File: config.mk
export PLATFORM = sky130hd
export DESIGN_NAME = dmem_portb_arbiter
export DESIGN_NICKNAME = d
export VERILOG_FILES = /design/src/rtl/dmem_map_pkg.sv /design/src/rtl/key_event_fifo.sv /design/src/rtl/dmem_portb_arbiter.sv
export SDC_FILE = /design/constraint.sdc
export NUM_CORES = 1
export LEC_CHECK = 0
export CAP_MARGIN = 20
export CORE_MARGIN = 4
export CORE_UTILIZATION = 24
export CTS_BUF_LIST = sky130_fd_sc_hd__clkbuf_2 sky130_fd_sc_hd__clkbuf_4 sky130_fd_sc_hd__clkbuf_8
export CTS_CLUSTER_DIAMETER = 40
export CTS_CLUSTER_SIZE = 14
export DETAILED_ROUTE_END_ITERATION = 6
export SYNTH_ARGS = -nofsm -noshare
export SYNTH_HDL_FRONTEND = slang
export SYNTH_HIERARCHICAL = 1
export SYNTH_SLANG_ARGS = --single-unit
File: constraint.sdc
create_clock -name clock -period 2.6 [get_ports clock]
set_input_delay 0.78 -clock clock [delete_from_list [all_inputs] [get_ports clock]]
set_output_delay 0.78 -clock clock [all_outputs]
set_load 0.03 [all_outputs]
File: src/rtl/dmem_map_pkg.sv
// Shared data-memory map for the PS2 key mailbox.
// The processor software uses the same constants to poll the ring:
//   RING_BASE  : word address of ring slot 0
//   RING_DEPTH : number of ring slots (power of two)
//   HEAD_ADDR  : word address holding the ring head index
// Also holds the encoding of the key-writer FSM states.
package dmem_map_pkg;

    localparam logic [11:0] RING_BASE  = 12'hF00;
    localparam int unsigned RING_DEPTH = 16;
    localparam logic [11:0] HEAD_ADDR  = 12'hEFF;

    typedef enum logic [1:0] {
        IDLE    = 2'd0,
        WR_DATA = 2'd1,
        WR_HEAD = 2'd2
    } wr_state_t;

endpackage

File: src/rtl/key_event_fifo.sv
// Small synchronous FIFO for PS2 key events.
// Ports:
//   clock, resetn : system clock, asynchronous active-low reset
//   push, din     : write request and data
//   pop           : read request (ignored when empty)
//   dout          : oldest entry (valid when !empty)
//   full, empty   : occupancy flags
// A push while full is accepted when a pop happens in the same cycle.
module key_event_fifo #(
    parameter int unsigned DEPTH = 4,
    parameter int unsigned WIDTH = 8
) (
    input  logic             clock,
    input  logic             resetn,
    input  logic             push,
    input  logic             pop,
    input  logic [WIDTH-1:0] din,
    output logic [WIDTH-1:0] dout,
    output logic             full,
    output logic             empty
);

    localparam int unsigned PTR_W = $clog2(DEPTH);
    localparam int unsigned CNT_W = PTR_W + 1;

    logic [WIDTH-1:0] store [DEPTH];
    logic [PTR_W-1:0] rd_ptr;
    logic [PTR_W-1:0] wr_ptr;
    logic [CNT_W-1:0] count;
    logic             do_push;
    logic             do_pop;

    assign empty   = (count == '0);
    assign full    = (count == CNT_W'(DEPTH));
    assign do_pop  = pop && !empty;
    assign do_push = push && (!full || do_pop);
    assign dout    = store[rd_ptr];

    always_ff @(posedge clock or negedge resetn) begin
        if (!resetn) begin
            rd_ptr <= '0;
            wr_ptr <= '0;
            count  <= '0;
        end else begin
            if (do_push) begin
                wr_ptr <= wr_ptr + PTR_W'(1);
            end
            if (do_pop) begin
                rd_ptr <= rd_ptr + PTR_W'(1);
            end
            if (do_push && !do_pop) begin
                count <= count + CNT_W'(1);
            end else if (!do_push && do_pop) begin
                count <= count - CNT_W'(1);
            end
        end
    end

    // Storage needs no reset: entries are only read once counted valid.
    always_ff @(posedge clock) begin
        if (do_push) begin
            store[wr_ptr] <= din;
        end
    end

endmodule

File: src/rtl/dmem_portb_arbiter.sv
// Port-B arbiter for dmem2: VGA reads versus PS2 key mailbox writes.
// Ports:
//   clock, resetn            : system clock, asynchronous active-low reset
//   vga_req/addr/gnt         : VGA read request, held until granted
//   vga_rvalid/rdata         : read data, valid the cycle after a grant
//   key_valid/data           : one-cycle scancode pulse from PS2
//   key_overflow             : sticky "key dropped" flag
//   clear_overflow           : clears key_overflow (a new drop wins)
//   mem_addr/wdata/wren/q    : dmem2 port B
// VGA has priority. Each key becomes a ring-slot data write followed by a
// head-index write. A starvation counter takes the port from the VGA for
// one cycle after STARVE_LIMIT consecutive blocked writer cycles.
module dmem_portb_arbiter #(
    parameter int unsigned         ADDR_W       = 12,
    parameter int unsigned         DATA_W       = 32,
    parameter logic [ADDR_W-1:0]   RING_BASE    = dmem_map_pkg::RING_BASE,
    parameter int unsigned         RING_DEPTH   = dmem_map_pkg::RING_DEPTH,
    parameter logic [ADDR_W-1:0]   HEAD_ADDR    = dmem_map_pkg::HEAD_ADDR,
    parameter int unsigned         FIFO_DEPTH   = 4,
    parameter int unsigned         STARVE_LIMIT = 64
) (
    input  logic              clock,
    input  logic              resetn,
    input  logic              vga_req,
    input  logic [ADDR_W-1:0] vga_addr,
    output logic              vga_gnt,
    output logic              vga_rvalid,
    output logic [DATA_W-1:0] vga_rdata,
    input  logic              key_valid,
    input  logic [7:0]        key_data,
    output logic              key_overflow,
    input  logic              clear_overflow,
    output logic [ADDR_W-1:0] mem_addr,
    output logic [DATA_W-1:0] mem_wdata,
    output logic              mem_wren,
    input  logic [DATA_W-1:0] mem_q
);

    import dmem_map_pkg::wr_state_t;
    import dmem_map_pkg::IDLE;
    import dmem_map_pkg::WR_DATA;
    import dmem_map_pkg::WR_HEAD;

    localparam int unsigned HEAD_W   = $clog2(RING_DEPTH);
    localparam int unsigned STARVE_W = $clog2(STARVE_LIMIT + 1);

    wr_state_t           state;
    wr_state_t           state_nxt;
    logic [HEAD_W-1:0]   head;
    logic [HEAD_W-1:0]   head_inc;
    logic [STARVE_W-1:0] starve_cnt;
    logic                busy;
    logic                force_slot;
    logic                own_w;
    logic                fifo_push;
    logic                fifo_pop;
    logic                fifo_full;
    logic                fifo_empty;
    logic [7:0]          fifo_dout;
    logic                ovf_set;

    // Ring size is a power of two, so the increment wraps on its own.
    assign head_inc   = head + HEAD_W'(1);
    assign busy       = (state != IDLE);
    assign force_slot = (starve_cnt == STARVE_W'(STARVE_LIMIT)) && busy;

    // resetn gates the combinational outputs so they read 0 during reset.
    assign vga_gnt    = vga_req && !force_slot && resetn;
    assign own_w      = !vga_gnt && busy;
    assign vga_rdata  = resetn ? mem_q : '0;

    assign fifo_pop   = own_w && (state == WR_HEAD);
    assign fifo_push  = key_valid && (!fifo_full || fifo_pop);
    assign ovf_set    = key_valid && !fifo_push;

    key_event_fifo #(
        .DEPTH (FIFO_DEPTH),
        .WIDTH (8)
    ) u_fifo (
        .clock  (clock),
        .resetn (resetn),
        .push   (fifo_push),
        .pop    (fifo_pop),
        .din    (key_data),
        .dout   (fifo_dout),
        .full   (fifo_full),
        .empty  (fifo_empty)
    );

    // Writer FSM state register
    always_ff @(posedge clock or negedge resetn) begin
        if (!resetn) begin
            state <= IDLE;
        end else begin
            state <= state_nxt;
        end
    end

    // Writer FSM next state
    always_comb begin
        state_nxt = state;
        unique case (state)
            IDLE:    if (!fifo_empty) state_nxt = WR_DATA;
            WR_DATA: if (own_w)       state_nxt = WR_HEAD;
            WR_HEAD: if (own_w)       state_nxt = IDLE;
            default:                  state_nxt = IDLE;
        endcase
    end

    // Port B drive: VGA read, writer data/head write, or idle zeros
    always_comb begin
        mem_addr  = '0;
        mem_wdata = '0;
        mem_wren  = 1'b0;
        if (vga_gnt) begin
            mem_addr = vga_addr;
        end else if (own_w) begin
            mem_wren = 1'b1;
            if (state == WR_DATA) begin
                mem_addr  = RING_BASE + ADDR_W'(head);
                mem_wdata = DATA_W'(fifo_dout);
            end else begin
                mem_addr  = HEAD_ADDR;
                mem_wdata = DATA_W'(head_inc);
            end
        end
    end

    always_ff @(posedge clock or negedge resetn) begin
        if (!resetn) begin
            head         <= '0;
            starve_cnt   <= '0;
            vga_rvalid   <= 1'b0;
            key_overflow <= 1'b0;
        end else begin
            vga_rvalid <= vga_gnt;

            if (fifo_pop) begin
                head <= head_inc;
            end

            if (own_w) begin
                starve_cnt <= '0;
            end else if (busy && vga_gnt && (starve_cnt != STARVE_W'(STARVE_LIMIT))) begin
                starve_cnt <= starve_cnt + STARVE_W'(1);
            end

            if (ovf_set) begin
                key_overflow <= 1'b1;
            end else if (clear_overflow) begin
                key_overflow <= 1'b0;
            end
        end
    end

endmodule
==> results of run 1 <==
==> cell usage after synthesis, drive strengths merged (9+ instances only) <==
library cell	instances	share of area
xnor2	9	0.026
inv	13	0.016
and2	38	0.079
buf	28	0.068
clkbuf	10	0.012
a21oi	13	0.021
nand2	11	0.014
dfrtp	22	0.18
edfxtp	32	0.31
nor2	19	0.029
==> logic make-up after synthesis <==
logic type / after synthesis / share of synthesized area
buffers and inverters: 51 / 0.0964
flip-flops: 54 / 0.493
XOR/XNOR: 15 / 0.0429
other: 1 / 0.00122
AND/OR/NAND/NOR: 90 / 0.171
AO/OA/AOI/OAI: 39 / 0.0882
multiplexers: 10 / 0.0674
adder cells (fa/ha/maj): 9 / 0.0392
==> stage by stage <==
stage                     cells  setup TNS, ns
after global placement      564         -21.73
final                       583          -4.06
after global routing        583          -5.79
after floorplan             292         -0.209
after detailed placement    564         -23.31
after CTS                   582          -4.32
==> registers in the layout, indices dropped and copies added, names as in the netlist <==
signal and count:
head 4, key_overflow 1, starve_cnt 7, state 2
u_fifo/count 3, u_fifo/rd_ptr 2, u_fifo/store 32, u_fifo/wr_ptr 2
vga_rvalid 1
==> routing by layer <==
layer / global-route usage / vias up
li1: - / 1157
met1: 0.125 / 1142
met2: 0.193 / 104
met3: 0.0308 / 7
met4: 0.0212 / 0
met5: 0 / -
==> final cells by class <==
class                   count  area, µm²  area share
repair buffers            149       1400       0.292
inverters                  13       48.8      0.0102
well taps                 172        215      0.0451
clock buffers               8       91.3      0.0191
flip-flops and latches     54       1510       0.317
multi-input cells         187       1510       0.316
==> power by group through the flow <==
stage,Sequential (W),Combinational [W],Clock (W)
after floorplan,0.00128,0.00155,0
after global placement,0.00133,0.00232,0
after detailed placement,0.00135,0.00235,0
after CTS,0.00133,0.00267,0.000505
after global routing,0.00136,0.00288,0.000538
final,0.00132,0.00267,0.000484
==> placed cells by master, fill, tap and decap left out, types with 9 or more instances in the layout <==
cell             count
buf_4               60
clkdlybuf4s50_1     56
and2_1              32
edfxtp_1            32
buf_6               28
conb_1              24
dfrtp_1             21
inv_1               12
nor2_1              10
xnor2_1              9
==> worst min path at each step <==
stage,from,end,slack (ns),depth (start not counted)
floorplan,u_fifo/count[2],u_fifo/count[2],0.46,1
global placement,u_fifo/count[2],u_fifo/count[2],0.48,1
detailed placement,u_fifo/count[2],u_fifo/count[2],0.51,1
CTS,u_fifo/count[2],u_fifo/count[2],0.53,1
global route,u_fifo/count[2],u_fifo/count[2],0.54,1
finish,resetn,u_fifo/rd_ptr[1],0.52,2
==> worst reg2reg max path, cell delays in order, from the launching register on <==
cell	delay, ns
dfrtp_1	0.39
or4_4	0.55
buf_6	0.16
buf_4	0.14
o22ai_4	0.16
o21a_1	0.15
a21boi_4	0.20
ha_4	0.16
inv_2	0.03
fa_2	0.32
xor2_1	0.15
nor2_1	0.13
xor2_1	0.16
==> what timing repair did <==
action / 4_1_cts / 5_1_grt
cloned: 1 / 0
pin swaps: 17 / 9
endpoints found under the setup margin: 56 / 88
buffers inserted: 9 / 3
gates resized for setup: 81 / 6
==> implementation parameters, run 1 <==
Parameter                              Value

Outcome
  Result of the run ... finished with violations
  Violated checks ... setup timing

CTS
  CTS Buffer Depth ... 2
  CTS root buffer ... clkbuf_8
  CTS tree ... done
  Reg clk slew, reported paths ... 0.10 ns
  Number of clock buffers inserted by TritonCTS ... 5
  Worst-Skew Late Latency ... about 0.31 ns
  Count of H-tree levels built during CTS ... 2
  Sink Count ... between 50 and 60
  CTS Hold Bufs ... 0

Setup path
  Register-to-Register Setup Slack ... -0.16 ns
  Delay contributed by the slowest stage of the critical path ... between 0.5 and 0.6 ns
  Origin of the critical flop-to-flop path ... starve_cnt[3]
  CP required ... about 1.8 ns
  Type of the worst setup path ... flop to output port
  Cell chain of the critical path ... or4_4 > buf_6 > o21ai_4 > a21oi_1 > o22a_1 > buf_6
  Arrival time worst endpoint ... between 2 and 2.5 ns
  Worst reg2reg endpoint ... u_fifo/count[2]
  Type of element launching the critical path ... flop
  Critical path origin ... starve_cnt[3]
  CP top delay family ... simple AND/OR/NAND/NOR gates
  Worst Setup End Kind ... output port
  Termination of the worst setup path ... mem_addr[2]
  Depth of the worst register-to-register path ... 12
  Largest fanout of any net on the critical path ... 5
  Cell at the slowest stage of the critical path ... or4_4
  Stages on worst setup path ... 6
  Most frequent CP cell ... buf_6
  Sum of buffers and inverters on the critical path ... 2

STA
  Final hold vios ... 0
  Total setup violations reported at the end of the flow ... 24
  Tcrit/Tclk final ... 1.08
  Clock Skews ... ~0.019 ns
  Unrepaired setup endpoints after global routing ... true
  Final setup margin ... -0.217 ns
  Worst hold slack after final layout ... slightly above 0.5 ns
  F_max ... ~0.36 GHz
  Final max-slew violation count ... 0
  Shortest clock period the worst path allows after layout ... roughly 2.8 ns

Global routing
  Remaining Overflow, GRT ... 0
  Via count of the first global-routing pass ... approximately 2400
  Antenna violations before repair ... 0
  Largest net degree at the start of global routing ... 56
  Wire length of the first global-routing pass ... between 10000 and 15000 µm
  Tot GR Track Use ... 0.107

Cells and area
  Post-layout net count ... ~480
  Number of antenna diodes ... 0
  Final Core Density ... 0.380
  Number of fill cells ... roughly 1200
  Layout cells sized above 1 ... 0.372
  Signed area change from the synthesized netlist to the final layout ... 55.8%
  Final design instance area without fill ... between 0.004 and 0.005 mm²

Yosys
  Share of flip-flops with an asynchronous set or reset after synthesis ... 0.407
  Synth Register Bits ... between 50 and 60
  Synth warnings ... 6
  Most used DFF post-synth ... edfxtp_1
  Unique masters post-synth ... between 40 and 50
  Synthesized area ... between 0.003 and 0.004 mm²
  Number of enable flip-flop cells after synthesis ... 32
  Number of instances in the synthesized netlist ... between 200 and 300
  Sequential area share after synthesis ... 0.493
  Avg Cell Area, Syn ... 11.4 µm²

Placed design
  Worst setup timing slack at the placement stage ... -0.666 ns
  Standard cell area after detailed placement ... 0.00436 mm²
  Post-DP HPWL ... 6010 µm
  Number of port buffers ... around 110
  Placer Congestion ... 0.694

Drt
  First-pass DRT Iterations ... 4
  Met2 routed WL ... 4010 µm
  DRT iter0 DRCs ... 68
  Detailed-route wire length per cell ... between 10 and 15 µm
  Detailed-route via count ... approximately 2400
  Post-Route WL ... slightly below 8000 µm
  Routed length on met3 ... ~750 µm
  Post-detailed-route via-to-cell ratio ... between 4 and 5
  Routed metal-1 wire length ... roughly 3100 µm
  Remaining routing DRC violations ... 0
  Highest signal layer in the routed design ... met4
  Remaining antenna violation count ... 0

Pwr
  Net switching share of the total power ... 0.403
  Clock network power share ... 0.108
  Post-layout total power ... 0.00448 W
  Internal Dissipation ... between 0.002 and 0.003 W
  Power share of the combinational group ... 0.596
  Sequential power share ... 0.296
  Peak ir drop on the vdd network ... approximately 0.33 mV
  Power spent charging and discharging nets ... between 0.0015 and 0.002 W
  Cell Pwr Density ... ~940 mW/mm²
  Leakage component of the power ... 1.98 nW

Floorplanning
  Die extent in y ... between 100 and 150 µm
  Number of rows created at floorplan ... slightly above 40
  Starting Density ... 0.244
  Core outline area ... approximately 0.013 mm²
  Die area ... roughly 0.015 mm²
  DIE WIDTH ... 121 µm
  I/O Pins ... approximately 140

Hold path
  Hold/Removal Path Class ... input pin to asynchronous set/reset pin

Flow run
  Count of max-cap constraint violations ... 0
No activity file was read; power rests on OpenSTA's default activity.
==> run 2: changes to the inputs <==
CORE_ASPECT_RATIO = 0.6   (was not set)
clock period = 2.8 ns   (was 2.6 ns; I/O delays follow)
==> run 2 against run 1 <==
Effect of this change: the run still ends with setup timing left; hold slack better by 0.0048 ns; worst setup slack improved by 0.10 ns; clock skew shrank 0.0074 ns; cell count decreased by 2.1%; non-clock buffer count shrank 5; sequential share of layout area up 0.92 points; clock-buffer cell count is 3 lower; clock power decreased by 6.2%; via count grew 0.58%; global-route usage grew 0.31 points; largest cell class unchanged.
==> implementation parameters, run 2 (synthesized netlist as in run 1, its figures left out) <==
Parameter                              Value

Cells and area
  Layout cells sized above 1 ... 0.342 (-0.0299)
  Largest registers ... u_fifo/store x32, starve_cnt x7, head x4
  Post-layout net count ... 471 (-1.1%)
  Number of fill cells ... 1203 (-3.6%)
  Leading cell type in the layout, fill and taps excluded ... buf_4
  Number of antenna diodes ... 0 (unchanged)
  Commonest non-fill, non-tap cells in the layout ... buf_4 (63), clkdlybuf4s50_1 (56), and2_1 (32), edfxtp_1 (32), conb_1 (24)
  Final design instance area without fill ... 0.00463 mm² (-2.9%)
  Register ranked first by flip-flop count ... u_fifo/store
  Signed area change from the synthesized netlist to the final layout ... 51.2%
  Number of flip-flops under the largest register name ... 32 (unchanged)

Floorplanning
  DIE WIDTH ... 154 µm (+27%)
  Number of rows created at floorplan ... 31 (-24%)
  I/O Pins ... 137 (unchanged)
  Core outline area ... 0.0123 mm² (-2.5%)
  Die extent in y ... 95.5 µm (-21%)
  Die area ... 0.0147 mm² (+0.41%)
  Starting Density ... 0.250 (+0.00619)

CTS
  Worst-Skew Late Latency ... 0.31 ns (about the same)
  CTS tree ... done
  Reg clk slew, reported paths ... 0.10 ns (about the same)
  CTS Buffer Depth ... 2 (unchanged)
  Count of H-tree levels built during CTS ... 2 (unchanged)
  Number of clock buffers inserted by TritonCTS ... 5 (unchanged)
  Sink Count ... 54 (unchanged)
  CTS root buffer ... clkbuf_8

Global routing
  Grt met2 use ... 0.190 (-0.00325)
  Antenna violations before repair ... 0 (unchanged)
  Via count of the first global-routing pass ... 2502 (+4.2%)
  Tot GR Track Use ... 0.110 (+0.00311)
  Met3 Usage GRT ... 0.0372 (+0.00642)
  Largest net degree at the start of global routing ... 42 (-25%)
  M1 GR Usage ... 0.136 (+0.0106)
  Wire length of the first global-routing pass ... 12900 µm (+4.2%)
  Remaining Overflow, GRT ... 0 (unchanged)
  Most used routing layer ... met2

STA
  Worst hold slack after final layout ... 0.520 ns (+0.00484 ns)
  Clock Skews ... 0.0113 ns (-0.00743 ns)
  Total setup violations reported at the end of the flow ... 17 (-29%)
  Unrepaired setup endpoints after global routing ... true
  Final hold vios ... 0 (unchanged)
  F_max ... approximately 0.34 GHz
  Final setup margin ... -0.112 ns (+0.104 ns)
  Shortest clock period the worst path allows after layout ... 2.91 ns
  Final max-slew violation count ... 0 (unchanged)
  Tcrit/Tclk final ... 1.04

Drt
  DRT iter0 DRCs ... 147 (+120%)
  First-pass DRT Iterations ... 4 (unchanged)
  Detailed-route wire length per cell ... 14.6 µm (+7.4%)
  Post-detailed-route via-to-cell ratio ... 4.25 (+2.7%)
  Remaining antenna violation count ... 0 (unchanged)
  Post-Route WL ... 8340 µm (+5.2%)
  Detailed-route via count ... 2424 (+0.58%)
  Remaining routing DRC violations ... 0 (unchanged)

Pwr
  Peak ir drop on the vdd network ... 0.314 mV (-6.1%)
  Cell Pwr Density ... 870 mW/mm² (-7.3%)
  Leakage component of the power ... 1.94 nW (-2.4%)
  Post-layout total power ... 0.00403 W (-10%)

Setup path
  Worst Setup End Kind ... output port
  Type of the worst setup path ... flop to output port
  Sum of buffers and inverters on the critical path ... 2 (unchanged)
  Cell chain of the critical path ... or4_4 > buf_6 > o21ai_4 > and2_4 > nor2_1 > buf_4
  Depth of the worst register-to-register path ... 12 (unchanged)
  CP required ... 1.96 ns (+0.14 ns)
  Delay contributed by the slowest stage of the critical path ... 0.55 ns (about the same)
  Cell at the slowest stage of the critical path ... or4_4
  Worst reg2reg endpoint ... u_fifo/count[2]
  Arrival time worst endpoint ... 2.07 ns (+0.03 ns)
  Origin of the critical flop-to-flop path ... starve_cnt[3]
  Register-to-Register Setup Slack ... 0.05 ns (+0.21 ns)
  Critical path origin ... starve_cnt[3]
  Largest fanout of any net on the critical path ... 5 (unchanged)
  Type of element launching the critical path ... flop
  CP top delay family ... simple AND/OR/NAND/NOR gates

Hold path
  Source of the worst hold timing path ... u_fifo/count[2]
  Hold EP ... u_fifo/count[2]
  Hold/Removal Path Class ... flop to flop
  Worst hold path stage count ... 1

Placed design
  Number of port buffers ... 112 (unchanged)
  Standard cell area after detailed placement ... 0.00434 mm² (-0.55%)
  Placer Congestion ... 0.876 (+26%)
  Worst setup timing slack at the placement stage ... -0.547 ns (+0.119 ns)
  Post-DP HPWL ... 6660 µm (+11%)

Outcome
  Violated checks ... setup timing
  Result of the run ... finished with violations

Flow run
  Count of max-cap constraint violations ... 0 (unchanged)
run 2: worst max-delay path by stage:
stage | end | slack [ns] | depth (start not counted)
2_1_floorplan | mem_addr[4] | -0.09 | 5
3_3_place_gp | mem_addr[11] | -0.52 | 6
3_5_place_dp | mem_addr[10] | -0.55 | 6
4_1_cts | mem_addr[1] | -0.13 | 6
5_1_grt | mem_addr[6] | -0.17 | 6
6_report | mem_addr[6] | -0.11 | 6
run 2: stage by stage:
stage	util	setup TNS (ns)	cells
2_1_floorplan	-	-0.389	292
3_5_place_dp	0.354	-14.82	556
6_report	0.378	-1.19	571
5_1_grt	0.378	-2.30	571
3_3_place_gp	0.354	-12.32	556
4_1_cts	0.375	-1.45	570
run 2: power breakdown:
| group | switching, W | total [W] | internal [W] |
|---|---|---|---|
| combinational | 0.00121 | 0.00233 | 0.00112 |
| sequential | 0.000177 | 0.00124 | 0.00107 |
| clock | 0.000268 | 0.000454 | 0.000186 |
| total | 0.00166 | 0.00403 | 0.00237 |
run 2: layout make-up:
class	count	area [µm²]	area share
multi-input cells	187	1450	0.312
repair buffers	144	1320	0.285
inverters	13	48.8	0.0105
clock buffers	5	68.8	0.0149
clock inverters	3	28.8	0.00621
well taps	165	206	0.0446
flip-flops and latches	54	1510	0.326
run 2: repair_timing:
action                                  4_1_cts  5_1_grt
gates resized for setup                      51        9
endpoints found under the setup margin       24       22
setup buffers                                 5        1
cloned                                        1        0
pin swaps                                    22        5
hold buffers                                  0        0
endpoints found under the hold margin         0        0
run 2: layer usage:
layer / vias up / share of wire / routed length, µm
li1: 1151 / - / -
met2: 117 / 0.46 / 3810
met3: 7 / 0.087 / 727
met5: - / 0 / 0
met1: 1149 / 0.45 / 3750
met4: 0 / 0.0066 / 55
run 2: worst register-to-register path: stages (launching register included):
cell	delay (ns)
dfrtp_1	0.40
or4_4	0.55
buf_6	0.15
buf_4	0.14
o22ai_4	0.16
o21a_1	0.14
a21boi_4	0.20
ha_4	0.16
inv_2	0.04
fa_2	0.33
xor2_1	0.14
nor2_1	0.10
xor2_1	0.15
==> run 3: changes to the inputs <==
CAP_MARGIN = 40   (was 20)
PLACE_DENSITY = 0.55   (was not set)
==> run 3 against run 2 <==
Effect of this change: the run still ends with setup timing left; combinational power increased by 6%; via count decreased by 0.33%; final area grew 2.3%; critical path type unchanged; largest cell class unchanged.
==> implementation parameters, run 3 (synthesized netlist as in run 1, its figures left out) <==
Parameter                              Value

Setup path
  Sum of buffers and inverters on the critical path ... 2 (unchanged)
  Arrival time worst endpoint ... 2.09 ns (+0.02 ns)
  Worst Setup End Kind ... output port
  Type of element launching the critical path ... flop
  CP top delay family ... simple AND/OR/NAND/NOR gates
  Type of the worst setup path ... flop to output port
  CP required ... 1.96 ns (about the same)
  Cell chain of the critical path ... or4_4 > buf_6 > o21ai_4 > a21oi_2 > o22a_1 > buf_12
  Cell at the slowest stage of the critical path ... or4_4
  Stages on worst setup path ... 6 (unchanged)
  Largest fanout of any net on the critical path ... 5 (unchanged)
  Register-to-Register Setup Slack ... 0.01 ns (-0.04 ns)
  Depth of the worst register-to-register path ... 10 (-2)
  Delay contributed by the slowest stage of the critical path ... 0.56 ns (about the same)

Cells and area
  Post-layout net count ... 479 (+1.7%)
  Register ranked first by flip-flop count ... u_fifo/store
  Number of antenna diodes ... 0 (unchanged)
  Largest registers ... u_fifo/store x32, starve_cnt x7, head x4
  Signed area change from the synthesized netlist to the final layout ... 54.7%
  Commonest non-fill, non-tap cells in the layout ... buf_4 (73), clkdlybuf4s50_1 (56), and2_1 (32), edfxtp_1 (32), conb_1 (24)
  Final design instance area without fill ... 0.00474 mm² (+2.3%)
  Layout cells sized above 1 ... 0.357 (+0.0151)
  Leading cell type in the layout, fill and taps excluded ... buf_4
  Number of flip-flops under the largest register name ... 32 (unchanged)
  Final Core Density ... 0.387 (+0.00868)

Outcome
  Result of the run ... finished with violations
  Violated checks ... setup timing

STA
  Worst hold slack after final layout ... 0.505 ns (-0.0151 ns)
  Tcrit/Tclk final ... 1.05 (+0.00615)
  Total setup violations reported at the end of the flow ... 13 (-4)
  Clock Skews ... 0.00788 ns (-0.00337 ns)
  Shortest clock period the worst path allows after layout ... 2.93 ns (+0.0172 ns)
  Final hold vios ... 0 (unchanged)
  Final max-slew violation count ... 0 (unchanged)
  F_max ... 0.341 GHz (-0.59%)
  Unrepaired setup endpoints after global routing ... true
  Final setup margin ... -0.130 ns (-0.0172 ns)

Floorplanning
  Core outline area ... 0.0123 mm² (unchanged)
  Die area ... 0.0147 mm² (unchanged)
  Number of rows created at floorplan ... 31 (unchanged)
  DIE WIDTH ... 154 µm (unchanged)
  Starting Density ... 0.250 (unchanged)
  I/O Pins ... 137 (unchanged)
  Die extent in y ... 95.5 µm (unchanged)

Drt
  Remaining antenna violation count ... 0 (unchanged)
  Post-Route WL ... 8640 µm (+3.6%)
  Remaining routing DRC violations ... 0 (unchanged)
  Detailed-route via count ... 2416 (-0.33%)
  First-pass DRT Iterations ... 4 (unchanged)
  Detailed-route wire length per cell ... 14.9 µm (+2.1%)
  DRT iter0 DRCs ... 87 (-41%)
  Post-detailed-route via-to-cell ratio ... 4.17 (-1.7%)

Global routing
  Wire length of the first global-routing pass ... 13400 µm (+3.8%)
  Largest net degree at the start of global routing ... 56 (+33%)
  Tot GR Track Use ... 0.116 (+0.00592)
  Via count of the first global-routing pass ... 2468 (-1.4%)
  Remaining Overflow, GRT ... 0 (unchanged)
  Antenna violations before repair ... 0 (unchanged)

CTS
  Sink Count ... 54 (unchanged)
  CTS Buffer Depth ... 2 (unchanged)
  Reg clk slew, reported paths ... 0.10 ns (about the same)
  Number of clock buffers inserted by TritonCTS ... 5 (unchanged)
  Worst-Skew Late Latency ... 0.31 ns (about the same)
  Count of H-tree levels built during CTS ... 2 (unchanged)
  CTS Hold Bufs ... 0 (unchanged)
  CTS root buffer ... clkbuf_8
  CTS tree ... done

Pwr
  Sequential power share ... 0.291 (-0.018)
  Leakage component of the power ... 2.00 nW (+3.3%)
  Cell Pwr Density ... 889 mW/mm² (+2.2%)
  Peak ir drop on the vdd network ... 0.320 mV (+2.0%)
  Post-layout total power ... 0.00421 W (+4.6%)
  Power spent charging and discharging nets ... 0.00169 W (+1.9%)
  Internal Dissipation ... 0.00253 W (+6.4%)
  Power share of the combinational group ... 0.584 (+0.006)
  Net switching share of the total power ... 0.401 (-0.0106)
  Clock network power share ... 0.124 (+0.011)

Placed design
  Number of port buffers ... 112 (unchanged)
  Standard cell area after detailed placement ... 0.00439 mm² (+1.3%)
  Placer Congestion ... 0.946 (+8.0%)
  Post-DP HPWL ... 6810 µm (+2.2%)

Hold path
  Worst hold path stage count ... 1 (unchanged)
  Hold/Removal Path Class ... flop to flop

Flow run
  Count of max-cap constraint violations ... 0 (unchanged)
-- run 3: changes by cell type in the layout (fill, tap and decap cells not counted), sizes merged --
cell,before,now
buf,85,95
clkinv,2,1
bufinv,0,1
clkbuf,7,5
-- run 3: repair_timing --
item,CTS,global route
resized for setup,66,18
buffers inserted,6,3
cloned,1,0
pin swaps,14,11
endpoints found under the setup margin,24,24
-- run 3: area by class of cell --
cell class,count,area [µm²]
clock buffers,5,68.8
fillers,1187,7520
inverters,13,48.8
multi-input cells,187,1440
clock inverters,3,43.8
well taps,165,206
flip-flops and latches,54,1510
repair buffers,152,1420
-- run 3: power groups by stage --
stage / sequential, W / clock (W) / combinational (W)
3_5_place_dp: 0.00124 / 0 / 0.00227
5_1_grt: 0.00126 / 0.000574 / 0.00265
6_report: 0.00123 / 0.000524 / 0.00246
2_1_floorplan: 0.00119 / 0 / 0.00140
3_3_place_gp: 0.00123 / 0 / 0.00225
4_1_cts: 0.00123 / 0.000544 / 0.00238
-- run 3: routing by layer --
metal,track usage,routed length (µm),share of wire,vias to the layer above
met5,0,0,0,-
met4,0.0265,78,0.0090,0
met3,0.0268,595,0.069,7
met2,0.199,4020,0.47,106
met1,0.150,3940,0.46,1138
li1,-,-,-,1165
-- run 3: worst paths after layout --
| path | start | endpoint |
|---|---|---|
| worst max-delay path | starve_cnt[2] | mem_addr[0] |
| worst min-delay path | u_fifo/count[2] | u_fifo/count[2] |
| worst max register to register | starve_cnt[2] | u_fifo/count[1] |
| worst min register to register | u_fifo/count[2] | u_fifo/count[2] |
| max in group asynchronous | resetn | u_fifo/rd_ptr[0] |
| min in group asynchronous | resetn | u_fifo/wr_ptr[1] |
-- run 3: per-stage QoR --
step	cells	TNS [ns]	setup slack [ns]
global route	579	-2.72	-0.221
finish	579	-1.18	-0.130
global placement	561	-13.84	-0.553
CTS	576	-1.21	-0.150
floorplan	292	-0.389	-0.0902
detailed placement	561	-15.88	-0.581
==> RTL change: new RTL, flow settings as in run 1 <==
Compare `starve_cnt` against `STARVE_W'(STARVE_LIMIT)` with >= in place of ==.
--- a/src/rtl/dmem_portb_arbiter.sv
+++ b/src/rtl/dmem_portb_arbiter.sv
@@ -62,7 +62,7 @@
     // Ring size is a power of two, so the increment wraps on its own.
     assign head_inc   = head + HEAD_W'(1);
     assign busy       = (state != IDLE);
-    assign force_slot = (starve_cnt == STARVE_W'(STARVE_LIMIT)) && busy;
+    assign force_slot = (starve_cnt >= STARVE_W'(STARVE_LIMIT)) && busy;
 
     // resetn gates the combinational outputs so they read 0 during reset.
     assign vga_gnt    = vga_req && !force_slot && resetn;
Behaviour: no difference found for any inputs over 4 cycles, from zero or initial values and one cycle with resetn low; that may be too few to reach the edited logic, so the function may still have changed.
==> RTL change against run 1 <==
The flow still finishes with violations (setup timing); sequential cell count unchanged; routed wire length increased by 0.18%; synthesized area fell by 1.3%; total power decreased by 1.2%; setup slack better by 200 ps; synthesized cell count down 5.9%; cell area is 4.1% lower; count of clock-buffer cells in the layout decreased by 2.
==> RTL change: results (changes against run 1) <==
Finish
  – Non-clk invs: 18 (was 13)
  – Ratio of cells with drive above 1 in the final layout: 34.4% (was 37.2%)
  – Register share of the cell area: 33.0% (was 31.7%)
  – Final net count: 458 (was 476)
  – Non-Clock Buffer Area Fraction: 28.3% (was 29.2%)
  – Clkbuf count: 6 (was 8)
  – Reg area: 1510 µm² (about the same)
  – Final clock-cell share: 3.12% (was 1.91%)
  – Count of multi-input combinational gates: 171 (was 187)
  – Filler cells: 1,209 (was 1,248)
  – Final std cells w/o fill: 561 (was 583)
  – FF+latch count: 54 (unchanged)

Outcome
  – Failing checks: setup timing (unchanged)
  – Status: complete, but fails checks (unchanged)

Pwr
  – Lkg Pwr: 1.98 nW (about the same)
  – Int Power: 2.71 mW (was 2.67 mW)
  – Clock group: 688 µW (was 484 µW)
  – Flop pwr share: 30.1% (was 29.6%)
  – NetSw: 1.71 mW (was 1.80 mW)

Placement
  – Placer Congestion: 0.783 (was 0.694)
  – Placed inst area: 4330 µm² (was 4360 µm²)
  – HPWL Detailed: 6230 µm (was 6010 µm)
  – Placed insts: 547 (was 564)

Synthesis
  – Sequential area share after synthesis: 50.0% (was 49.3%)
  – Synthesized cell area: 3020 µm² (was 3060 µm²)
  – Most frequent cells after synthesis: edfxtp_1, and2_1, buf_4, dfrtp_1, inv_1 (was and2_1, edfxtp_1, buf_4, dfrtp_1, nor2_1)
  – Synth top area cells: edfxtp_1, dfrtp_1, and2_1 (unchanged)
  – XOR/XNOR share of the synthesized area: 3.19% (was 4.29%)
  – Adder-Cell Fraction of Synth Area: 3.98% (was 3.92%)
  – Synth Area in Compound Gates: 7.78% (was 8.82%)
  – Synth cell types: 50 (was 45)
  – Mapped Avg Cell Area: 11.9 µm² (was 11.4 µm²)

Setup path
  – R2R depth: 11 (was 12)
  – Worst stage delay on the critical path: 190 ps (was 550 ps)
  – Crit Path Max Fanout: 6 (was 5)
  – Crit Reg-Reg Startpoint: state[1] (was starve_cnt[3])
  – Max stage delay cell, worst path: a21o_4 (was or4_4)
  – Critical Path End: mem_addr[3] (was mem_addr[2])
  – Reg2Reg Setup Slack: 180 ps (was -160 ps)

Timing
  – Hold Slack: 509 ps (was 516 ps)
  – Clock skew: 9.81 ps (was 18.7 ps)
  – Final Setup Violations: 2 (was 24)
  – Final setup margin: -16.6 ps (was -217 ps)

Route
  – Via Count: 2,303 (was 2,410)
  – DR iter-0 viols: 87 (was 68)

Global route
  – Gr usage total: 10.6% (was 10.7%)
  – First-pass GRT wire length: 12,000 µm (was 12,400 µm)
  – Vias in the first global route: 2,223 (was 2,401)
  – Largest net degree at the start of global routing: 36 (was 56)

Clocking
  – Post-CTS Setup Repair Bufs: 6 (was 9)
==> RTL change: changes by cell type in the layout (fill, tap and decap cells not counted), moves of 5 or more <==
cell / run 1 / this run
buf_6: 28 / 7
buf_4: 60 / 68
and2_2: 0 / 7
and2_4: 6 / 0
nor2_1: 10 / 4
inv_1: 12 / 17
==> RTL change: per-stage QoR <==
step	TNS [ps]	setup WS, ps
2_1_floorplan	-290	-72.5
3_3_place_gp	-13390	-475
3_5_place_dp	-15020	-512
4_1_cts	-68.4	-28.5
5_1_grt	-421	-84.0
6_report	-29.7	-16.6
==> RTL change: metal layers <==
| layer | GRT usage, % | part of all wire (%) | up-vias |
|---|---|---|---|
| met5 | 0 | 0 | - |
| met4 | 3.72 | 1.8 | 0 |
| met3 | 3.46 | 10 | 9 |
| met2 | 18.5 | 49 | 110 |
| met1 | 12.0 | 39 | 1080 |
| li1 | - | - | 1104 |
